$ cat config.mk
export PLATFORM = sky130hd
export DESIGN_NAME = semaforo_scheduler
export DESIGN_NICKNAME = d
export VERILOG_FILES = /design/src/rtl/semaforo_pkg.sv /design/src/rtl/semaforo_scheduler_phase_timer.sv /design/src/rtl/semaforo_scheduler.sv
export SDC_FILE = /design/constraint.sdc
export NUM_CORES = 1
export LEC_CHECK = 0
export BUFFER_PORTS_ARGS = -buffer_cell sky130_fd_sc_hd__buf_4
export CAP_MARGIN = 10
export CELL_PAD_IN_SITES_DETAIL_PLACEMENT = 1
export CELL_PAD_IN_SITES_GLOBAL_PLACEMENT = 2
export CORE_MARGIN = 2
export CORE_UTILIZATION = 28
export DETAILED_ROUTE_END_ITERATION = 16
export GPL_TIMING_DRIVEN = 1
export PLACE_DENSITY = 0.84
export SLEW_MARGIN = 10
export SYNTH_ARGS = -nofsm -noshare
export SYNTH_HDL_FRONTEND = slang
export SYNTH_SLANG_ARGS = --single-unit
$ cat constraint.sdc
create_clock -name clk -period 2 [get_ports clk]
set_input_delay 0.1 -clock clk [delete_from_list [all_inputs] [get_ports clk]]
set_output_delay 0.1 -clock clk [all_outputs]
set_load 0.05 [all_outputs]
$ cat src/rtl/semaforo_pkg.sv
// Shared types and lamp encodings for the two-street intersection phase scheduler.
package semaforo_pkg;

   typedef enum logic [2:0] {
      ALL_RED   = 3'd0,
      S1_GREEN  = 3'd1,
      S1_YELLOW = 3'd2,
      S2_GREEN  = 3'd3,
      S2_YELLOW = 3'd4,
      PED_GREEN = 3'd5
   } phase_t;

   localparam logic [2:0] LAMP_RED = 3'b100;
   localparam logic [2:0] LAMP_YEL = 3'b010;
   localparam logic [2:0] LAMP_GRN = 3'b001;
   localparam logic [1:0] PED_RED  = 2'b10;
   localparam logic [1:0] PED_GRN  = 2'b01;

endpackage

$ cat src/rtl/semaforo_scheduler_phase_timer.sv
// Generic down-counter: load wins over hold, hold freezes, otherwise counts down to zero and stops.
module phase_timer #(
   parameter int            CW   = 4,
   parameter logic [CW-1:0] INIT = '0
) (
   input  logic          clk,
   input  logic          reset,
   input  logic          load,
   input  logic [CW-1:0] load_val,
   input  logic          hold,
   output logic          done
);

   logic [CW-1:0] count;

   always_ff @(posedge clk or posedge reset) begin
      if (reset)
         count <= INIT;
      else if (load)
         count <= load_val;
      else if (!hold && count != '0)
         count <= count - CW'(1);
   end

   assign done = (count == '0);

endmodule

$ cat src/rtl/semaforo_scheduler.sv
// Intersection phase sequencer: street 1/2 and pedestrian phases separated by all-red clearance,
// with latched pedestrian requests and street-1 emergency preemption. Lamps are Moore-decoded.
module semaforo_scheduler
   import semaforo_pkg::*;
#(
   parameter int GREEN1_CYC = 4,
   parameter int GREEN2_CYC = 4,
   parameter int YELLOW_CYC = 2,
   parameter int PED_CYC    = 5,
   parameter int ALLRED_CYC = 1,
   parameter int CW         = 4
) (
   input  logic       clk,
   input  logic       reset,
   input  logic       ped_btn_1,
   input  logic       ped_btn_2,
   input  logic       emerg_req,
   output logic [2:0] light_1,
   output logic [2:0] light_2,
   output logic [1:0] ped_light,
   output logic       ped_wait,
   output logic [2:0] phase
);

   localparam int MAX_G   = (GREEN1_CYC > GREEN2_CYC) ? GREEN1_CYC : GREEN2_CYC;
   localparam int MAX_YP  = (YELLOW_CYC > PED_CYC) ? YELLOW_CYC : PED_CYC;
   localparam int MAX_GYP = (MAX_G > MAX_YP) ? MAX_G : MAX_YP;
   localparam int MAX_DUR = (MAX_GYP > ALLRED_CYC) ? MAX_GYP : ALLRED_CYC;

   if ((MAX_DUR - 1) >= (1 << CW)) begin : g_cw_check
      $error("CW is too narrow to hold the longest phase duration minus one");
   end

   phase_t        state, nxt;
   logic          ped_pending;
   logic          last_s1;      // 1: street 1 was the last street served
   logic          load, hold, done;
   logic [CW-1:0] load_val;

   phase_timer #(
      .CW   (CW),
      .INIT (CW'(ALLRED_CYC - 1))
   ) u_timer (
      .clk      (clk),
      .reset    (reset),
      .load     (load),
      .load_val (load_val),
      .hold     (hold),
      .done     (done)
   );

   always_comb begin
      nxt  = state;
      hold = 1'b0;
      unique case (state)
         ALL_RED: begin
            if (done) begin
               if (emerg_req)        nxt = S1_GREEN;
               else if (ped_pending) nxt = PED_GREEN;
               else if (last_s1)     nxt = S2_GREEN;
               else                  nxt = S1_GREEN;
            end
         end
         // Emergency freezes street-1 green; the unexpired remainder runs after release.
         S1_GREEN: begin
            if (emerg_req)  hold = 1'b1;
            else if (done)  nxt  = S1_YELLOW;
         end
         S1_YELLOW: if (done) nxt = ALL_RED;
         S2_GREEN:  if (done || emerg_req) nxt = S2_YELLOW;
         S2_YELLOW: if (done) nxt = ALL_RED;
         PED_GREEN: if (done) nxt = ALL_RED;
         default:   nxt = ALL_RED;
      endcase
   end

   assign load = (nxt != state);

   always_comb begin
      unique case (nxt)
         S1_GREEN:             load_val = CW'(GREEN1_CYC - 1);
         S2_GREEN:             load_val = CW'(GREEN2_CYC - 1);
         S1_YELLOW, S2_YELLOW: load_val = CW'(YELLOW_CYC - 1);
         PED_GREEN:            load_val = CW'(PED_CYC - 1);
         default:              load_val = CW'(ALLRED_CYC - 1);
      endcase
   end

   always_ff @(posedge clk or posedge reset) begin
      if (reset) begin
         state       <= ALL_RED;
         ped_pending <= 1'b0;
         last_s1     <= 1'b0;
      end else begin
         state <= nxt;
         if (state != PED_GREEN && nxt == PED_GREEN)
            ped_pending <= 1'b0;
         else if ((ped_btn_1 || ped_btn_2) && state != PED_GREEN)
            ped_pending <= 1'b1;
         if (state != S1_GREEN && nxt == S1_GREEN)
            last_s1 <= 1'b1;
         else if (state != S2_GREEN && nxt == S2_GREEN)
            last_s1 <= 1'b0;
      end
   end

   always_comb begin
      light_1   = LAMP_RED;
      light_2   = LAMP_RED;
      ped_light = PED_RED;
      unique case (state)
         S1_GREEN:  light_1   = LAMP_GRN;
         S1_YELLOW: light_1   = LAMP_YEL;
         S2_GREEN:  light_2   = LAMP_GRN;
         S2_YELLOW: light_2   = LAMP_YEL;
         PED_GREEN: ped_light = PED_GRN;
         default: ;
      endcase
   end

   assign ped_wait = ped_pending;
   assign phase    = state;

endmodule
=== Word-level counts from Yosys, hierarchy flattened ===
Index checks and enable logic that the tools add are counted.

* Bits in registers: 9
* Input bits: 5
* Word-level logic and storage cells: 57
* Output and inout port bits: 12

* Muxes and demuxes: 21
* Equal/unequal tests: 14
* $add $sub $neg: 1
* Reductions and logical operators: 17

{| class="wikitable"
|+ Operator list
! operator !! count
|-
| $mux W3 || 7
|-
| $eq A3 B2 Y1 const B || 4
|-
| $eq A3 B3 Y1 const B || 4
|-
| $pmux W3 S2 || 2
|-
| $pmux W3 S4 || 1
|-
| $pmux W3 S3 || 1
|-
| $mux W4 || 2
|-
| $eq A3 B1 Y1 const B || 2
|-
| $mux W1 || 6
|-
| $reduce_bool A2 Y1 || 3
|-
| $logic_and A1 B1 Y1 || 5
|-
| $logic_not A4 Y1 || 1
|-
| $mux W2 || 2
|-
| $reduce_bool A4 Y1 || 1
|-
| $reduce_or A2 Y1 || 2
|-
| $sub A4 B1 Y4 const B || 1
|-
| $logic_not A3 Y1 || 1
|-
| $ne A3 B1 Y1 const B || 1
|-
| $ne A3 B2 Y1 const B || 1
|-
| $ne A3 B3 Y1 || 1
|-
| $ne A3 B3 Y1 const B || 1
|-
| $reduce_or A3 Y1 || 1
|-
| $logic_or A1 B1 Y1 || 2
|-
| $logic_not A1 Y1 || 1
|}

=== Longest topological paths before layout ===
Gate-level depths: netlist of the first run.

* Word-level depth: 9
* Gate-level depth with buffers: 6
* Gate-level depth less buffers: 6

=== By module ===
Synthesis of the first run repeated with hierarchy kept, for this count alone.

* Cell total of the unflattened synthesis: 100
* Area, all modules: 798.3 um^2

{| class="wikitable"
|+ By module, submodules not included
! module !! area each (um^2) !! cells each !! sequential area each (um^2) !! times used
|-
| semaforo_scheduler || 544.3 || 73 || 125.1 || 1
|-
| phase_timer || 254.0 || 27 || 100.1 || 1
|}

=== Worst setup path before layout of the first run ===
Ideal clock, no wire load.

* Path type: reg-to-output
* Start: reg state[1] (netlist: phase[1])
* End: out light_1[2]
* Buffers on the path: 1
* Required time: 1900 ps
* Arrival: 2786 ps
* Setup slack: -886 ps
* Cell stages (with the launch flop): 4
* Cell sequence: dfrtp_1 clkbuf_1 nor3b_1 nor2_1

* Longest elaborated chain between the ends: 2

{| class="wikitable"
|+ RTL lines
! element !! line !! RTL
|-
| from (decl) || semaforo_scheduler.sv:34 || <nowiki>phase_t state, nxt;</nowiki>
|-
| from (signal assigned) || semaforo_scheduler.sv:95 || <nowiki>state <= nxt;</nowiki>
|-
| $eq A3 B2 Y1 or $eq A3 B1 Y1 (tied branches) || semaforo_scheduler.sv:111 || <nowiki>unique case (state)</nowiki>
|-
| $pmux W3 S2 (*) || semaforo_scheduler.sv:111 ||
|-
| to (decl) || semaforo_scheduler.sv:18 || <nowiki>output logic [2:0] light_1,</nowiki>
|}

Mark *: on every way between the ends. The rest lies on a longest branch, timed or not.

=== Worst setup path in the final report of the first run ===
* Start: reg u_timer.count[0]
* End: reg last_s1

* Longest elaborated chain between the ends: 7

{| class="wikitable"
|+ RTL lines
! element !! line !! RTL
|-
| from (decl) || semaforo_scheduler_phase_timer.sv:14 || <nowiki>logic [CW-1:0] count;</nowiki>
|-
| from (signal assigned) || semaforo_scheduler_phase_timer.sv:20 || <nowiki>count <= load_val;</nowiki>
|-
| from (signal assigned) || semaforo_scheduler_phase_timer.sv:22 || <nowiki>count <= count - CW'(1);</nowiki>
|-
| $logic_not A4 Y1 (*) || semaforo_scheduler_phase_timer.sv:25 || <nowiki>assign done = (count == '0);</nowiki>
|-
| $mux W3 or $logic_or A1 B1 Y1 (tied branches) || semaforo_scheduler.sv:67, semaforo_scheduler.sv:70 ||
|-
| $mux W3, on equally long branches || semaforo_scheduler.sv:66, semaforo_scheduler.sv:70 ||
|-
| $pmux W3 S4 (*) || semaforo_scheduler.sv:55 || <nowiki>unique case (state)</nowiki>
|-
| $eq A3 B1 Y1 or $eq A3 B2 Y1 (tied branches) || semaforo_scheduler.sv:100, semaforo_scheduler.sv:102 ||
|-
| $logic_and A1 B1 Y1, on equally long branches || semaforo_scheduler.sv:100, semaforo_scheduler.sv:102 ||
|-
| $mux W1 or $reduce_bool A2 Y1 (tied branches) || - ||
|-
| to (signal assigned) || semaforo_scheduler.sv:93 || <nowiki>last_s1 <= 1'b0;</nowiki>
|-
| to (signal assigned) || semaforo_scheduler.sv:101 || <nowiki>last_s1 <= 1'b1;</nowiki>
|-
| to (signal assigned) || semaforo_scheduler.sv:103 || <nowiki>last_s1 <= 1'b0;</nowiki>
|-
| to (decl) || semaforo_scheduler.sv:36 || <nowiki>logic last_s1;</nowiki>
|}

Marked as above.
A chain may end at the register's enable or synchronous reset.

==> flow_summary.toml, run 1 <==
[placement]
dp_hpwl_mm = 1.23
place.port_buffers = 16
post-place-cells = 115
dpl_cell_area_um2 = 821
placement.setup.worst_slack_ns = 0.286
routabilityCongestion = 0.792

[clock_network]
cts_max_path_buffers = 2
worstSkewPairLatency_ns = 0.27
cts.sink_count = 9
cts_max_level = 1
tritoncts_clock_tree = "built"
cts_inserted_buffers = 3
root_buffer = "clkbuf_4"
worst_setup_hold_path_clk_slew_ns = 0.06

[setup_path]
critical_path.reg2reg.startpoint = "u_timer.count[0]$_DFFE_PP0P_"
timing.critical_path.required_ns = 2.16
cp_data_arrival_time_ns = 1.87
regToRegSetupSlack_ns = 0.28
crit-reg2reg-capture = "last_s1$_DFFE_PP0P_"
critical_path.max_fanout = 10
worst-r2r-cell-count = 5
cp-end-kind = "register"
setup.worst_path.start_class = "register"
timing.setup.critical_path_class = "register to register"

[routing]
vias_per_cell = 4.98
route.vias.total = 597
first_iter_violations = 1
wl_met3_um = 77
routed_wire_length_per_instance_um = 13.0
postRouteAntennaNets = 0
max_layer_used = "met4"
residual_drc_count = 0
drt-total-wl_mm = 1.56
route.met2.wl_um = 739
drt-pass1-iter-count = 3
wl_met1_um = 710

[cells_and_area]
num-nets-final = 99
utilization_pct = 39.5
layout-drive-gt1-share_pct = 33.7
layout_overhead_on_the_synthesized_area_pct = 35.1
layout.cells.non_filler = 120
multi_input_comb_area_um2 = 409
seqCellArea_um2 = 226
fillers = 270
final_area_um2 = 857
antennaDiodeCount = 0

[run]
cap_violations = 0

[logic_synthesis]
synth.most_common_cell = "dfrtp_1"
yosys.cell_types.count = 30
ys_top_cells_by_count = "dfrtp_1, nor2_1, o21ai_0"
synth_top_area_cell = "dfrtp_1"
synth.net_count = 80
portion_of_synthesized_cell_area_occupied_by_the_leading_cell_type_pct = 35.5
netlist_top_cells_area = "dfrtp_1, o21ai_0, nor2_1"
post_synthesis_sequential_element_count = 9
synth_enable_flop_cells = 0
synth_async_sr_flop_share_pct = 100
fraction_of_the_yosys_area_taken_by_sequential_cells_pct = 35.5
netlist_instances = 74
synth_area_per_cell_um2 = 8.57
main_synth_ff_type = "dfrtp_1"
cell_area_after_synthesis_um2 = 634
ys_warn_count = 0

[run_status]
outcome = "completed"

[power]
static_leakage_nw = 0.377
irDropWorstVdd_uv = 763
powerDensity_mw_per_mm2 = 1860

[grt]
grtUsageTotal_pct = 13.2
vias_in_the_first_global_route = 573
grt_max_degree = 18
global_route.overflow_total = 0
initial_antenna_violation_count = 0
grt_pass1_wl_mm = 2.55

[sta]
finalCriticalPeriod_ns = 1.72
setup_violations = 0
final-max-slew-violation-count = 0
finClkSkew_ns = 0.00173
max_slew_margin_pct = 70.1
fin_crit_sh_pct = 85.8
finalHoldViolCount = 0
max_slew.worst_pin.slew_ns = 0.448
setup_ws_ns = 0.284
max_clock_freq_mhz = 583
rsz_0062_raised_after_global_routing = "no"

[min_path]
whs_path_depth = 3
hp-class = "primary input to register"
holdCritStartpoint = "ped_btn_1"
worst_hold_path.endpoint = "ped_wait$_DFFE_PP0P_"

[die]
rows = 17
floorplan.core_area_mm2 = 0.00217
start_util_pct = 29.2
dieWidth_um = 51.6
ioPinCount = 17
die-area_mm2 = 0.00266
die_h_um = 51.6
critical path, cell delays in order (launching register included):
cell and delay, ns:
dfrtp_1 0.38, inv_1 0.09, ha_1 0.19, nor3b_4 0.43, nand3b_4 0.16, o32a_1 0.35
cell families after synthesis:
kind of cell,Yosys count,share of synthesized area [%]
compound gates,19,19.9
xor+xnor,3,4.14
fa+ha+maj,1,1.97
buf+inv,9,5.72
flops,9,35.5
simple gates,33,32.7
final cells by class:
class / instances / area share [%]
multi-input combinational: 56 / 47.7
sequential: 9 / 26.4
timing repair buffer: 18 / 16.1
tap: 28 / 4.09
clock buffer: 4 / 3.07
inverter: 5 / 2.63
worst max-delay path by stage:
stage	to	slack, ns	start	depth (start not counted)
2_1_floorplan	light_1[2]	-0.08	phase[1]$_DFF_PP0_	3
3_3_place_gp	last_s1$_DFFE_PP0P_	0.34	u_timer.count[0]$_DFFE_PP0P_	5
3_5_place_dp	last_s1$_DFFE_PP0P_	0.29	u_timer.count[0]$_DFFE_PP0P_	5
4_1_cts	last_s1$_DFFE_PP0P_	0.27	u_timer.count[0]$_DFFE_PP0P_	5
5_1_grt	last_s1$_DFFE_PP0P_	0.16	u_timer.count[0]$_DFFE_PP0P_	5
6_report	last_s1$_DFFE_PP0P_	0.28	u_timer.count[0]$_DFFE_PP0P_	5
placed cells by master (no fill, tap or decap), types with 2 or more instances in the layout:
| master | count |
|---|---|
| nor2_1 | 7 |
| buf_4 | 17 |
| dfrtp_1 | 8 |
| inv_1 | 4 |
| a21oi_1 | 3 |
| xor2_1 | 2 |
| o21ai_0 | 6 |
| nand2_1 | 5 |
| nor3b_4 | 3 |
| nand2b_1 | 2 |
| nor3_1 | 2 |
| o21a_1 | 3 |
| nand3_1 | 4 |
| nor2b_1 | 2 |
| o211ai_1 | 2 |
| clkbuf_4 | 3 |
state kept, by name (all words and copies together), names as in the netlist:
register       flops
phase              3
ped_wait           1
last_s1            1
u_timer.count      4
routing by layer:
layer,vias to the layer above,GRT usage (%)
met4,0,7.89
li1,294,-
met5,-,0
met2,14,20.5
met1,286,16.5
met3,3,2.87
where the power goes:
group          internal (mW)  total (mW)  leakage, nW  switching [mW]
Clock                 0.0774       0.148       0.0150          0.0707
Sequential             0.270       0.419        0.105           0.149
Combinational          0.384        1.03        0.257           0.646
per-stage QoR:
step                      power, mW  hold WS [ns]  TNS [ns]
after floorplan                1.20       -0.0721   -0.0780
after global placement         1.45         0.101         0
after detailed placement       1.46         0.105         0
after CTS                      1.62         0.127         0
after global routing           1.70         0.154         0
final                          1.60         0.126         0
timing repair:
item                      CTS  global route
hold buffers                1             0
resized for setup           0             0
hold endpoints to repair    9             0
setup buffers               0             0
Note: power is estimated with default switching activity, not from simulation.
==> run 2, diff against run 1 <==
==> constraint.sdc (replaced) <==
create_clock -name clk -period 2 [get_ports clk]
set_input_delay 0.2 -clock clk [delete_from_list [all_inputs] [get_ports clk]]
set_output_delay 0.2 -clock clk [all_outputs]
set_load 0.05 [all_outputs]
==> run 2 against run 1 <==
Worst hold slack better by 0.11 ns. Non-clock buffer count unchanged. First-iteration DRC count down 100%. Clock-buffer cell count down 1. Power up 1.0%. Clock power down 7%. Routed wire length up 0.13%. Setup slack worse by 0.035 ns. Largest cell class unchanged. Largest power group unchanged. Highest routed layer unchanged.
==> flow_summary.toml, run 2 (synthesis results as in run 1) <==
[run_status]
outcome = "completed"

[cells_and_area]
num-nets-final = 99
antennaDiodeCount = 0
largest_reg_flops = 4
largest-register = "u_timer.count"
final_area_um2 = 868
layout_overhead_on_the_synthesized_area_pct = 36.9
layout-drive-gt1-share_pct = 38.0
fillers = 276
final_common_cell = "buf_4"
final_cell_mix = "buf_4, nor2_1, o21ai_0, dfrtp_1, nand2_1"

[setup_path]
regToRegSetupSlack_ns = 0.25
timing.critical_path.required_ns = 1.80
setup.worst_path.start = "phase[1]$_DFF_PP0_"
setup.worst_path.start_class = "register"
crit-reg2reg-capture = "last_s1$_DFFE_PP0P_"
cp-end-kind = "output port"
critical_path.max_fanout = 15
worst-r2r-cell-count = 5
worst_setup_path_endpoint = "light_2[2]"
critical_path.reg2reg.startpoint = "u_timer.count[0]$_DFFE_PP0P_"
timing.setup.critical_path_class = "register to output port"
cp_data_arrival_time_ns = 1.55

[grt]
grtUsageTotal_pct = 13.2
initial_antenna_violation_count = 0
grt_pass1_wl_mm = 2.65
grt_max_degree = 16
global_route.overflow_total = 0
vias_in_the_first_global_route = 603

[clock_network]
post_cts_buffers = 0
worst_setup_hold_path_clk_slew_ns = 0.07
root_buffer = "clkbuf_4"
worstSkewPairLatency_ns = 0.26
cts_max_path_buffers = 2
post_cts_resized = 0
holdBufCountCts = 1
cts.sink_count = 9
cts_max_level = 1
cts_inserted_buffers = 3
tritoncts_clock_tree = "built"

[placement]
dp_hpwl_mm = 1.23
placement.setup.worst_slack_ns = 0.255
dpl_cell_area_um2 = 831
place.port_buffers = 16
routabilityCongestion = 0.743

[sta]
finalCriticalPeriod_ns = 1.75
setup_ws_ns = 0.249
finClkSkew_ns = 0.00504
final-max-slew-violation-count = 0
finalHoldViolCount = 0
max_slew.worst_pin.slew_ns = 0.462
max_clock_freq_mhz = 571
fin_crit_sh_pct = 87.6
setup_violations = 0
finalSetupTns_ns = 0
rsz_0062_raised_after_global_routing = "no"
max_slew_margin_pct = 69.2

[routing]
drt-total-wl_mm = 1.56
vias_per_cell = 5.03
route.vias.total = 604
drt-pass1-iter-count = 1
first_iter_violations = 0
postRouteAntennaNets = 0
residual_drc_count = 0
routed_wire_length_per_instance_um = 13.0

[power]
irDropWorstVdd_uv = 634
static_leakage_nw = 0.379
total_power_mw = 1.61
powerDensity_mw_per_mm2 = 1860

[min_path]
hp-class = "primary input to register"

[die]
ioPinCount = 17
die-area_mm2 = 0.00266
die_h_um = 51.6
floorplan.core_area_mm2 = 0.00217
dieWidth_um = 51.6
rows = 17
start_util_pct = 29.2

[run]
cap_violations = 0
run 2: changes by cell type in the layout (fill, tap and decap cells not counted):
cell | previous run | this run
dfrtp_2 | 1 | 3
nor2_4 | 0 | 1
nor2_1 | 7 | 6
clkbuf_1 | 1 | 0
clkinv_2 | 0 | 1
dfrtp_1 | 8 | 6
run 2: worst min path at each step:
stage | to | cells after the start | from
finish | ped_wait$_DFFE_PP0P_ | 3 | ped_btn_1
global route | last_s1$_DFFE_PP0P_ | 2 | emerg_req
floorplan | last_s1$_DFFE_PP0P_ | 1 | reset
global placement | ped_wait$_DFFE_PP0P_ | 2 | reset
CTS | ped_wait$_DFFE_PP0P_ | 3 | ped_btn_1
detailed placement | u_timer.count[0]$_DFFE_PP0P_ | 2 | reset
run 2: layout make-up:
class	count	area, um2	share of cell area, %
Multi-Input combinational cell	56	417	48.0
Sequential cell	9	229	26.4
Timing Repair Buffer	18	138	15.9
Tap cell	28	35.0	4.03
Clock buffer	3	22.5	2.59
Inverter	5	22.5	2.59
Clock inverter	1	5.00	0.576
run 2: layer usage:
metal / vias to the layer above / routed length (um) / GRT usage [%] / part of all wire, %
met5: - / 0 / 0 / 0
met4: 0 / 17 / 5.26 / 1.1
met3: 2 / 48 / 1.72 / 3.1
met2: 11 / 827 / 23.3 / 53
met1: 297 / 663 / 16.2 / 43
li1: 294 / - / - / -
run 2: power breakdown:
| group | internal (mW) | switching (mW) |
|---|---|---|
| clock network | 0.0736 | 0.0642 |
| registers | 0.273 | 0.137 |
| logic | 0.395 | 0.670 |
| total | 0.742 | 0.871 |
run 2: worst max-delay path, cell delays in order, from the launching register on:
cell and delay (ns):
dfrtp_2 0.51, nor2_1 0.31, and2_1 0.25, nor2_4 0.04, buf_4 0.19
run 2: metrics by stage:
step           hold slack (ns)  util (%)  instances
6_report                 0.234      40.0        120
5_1_grt                  0.283      40.0        120
4_1_cts                  0.237      40.0        120
3_5_place_dp             0.195      38.3        115
3_3_place_gp             0.189      38.3        115
2_1_floorplan           0.0277         -         74
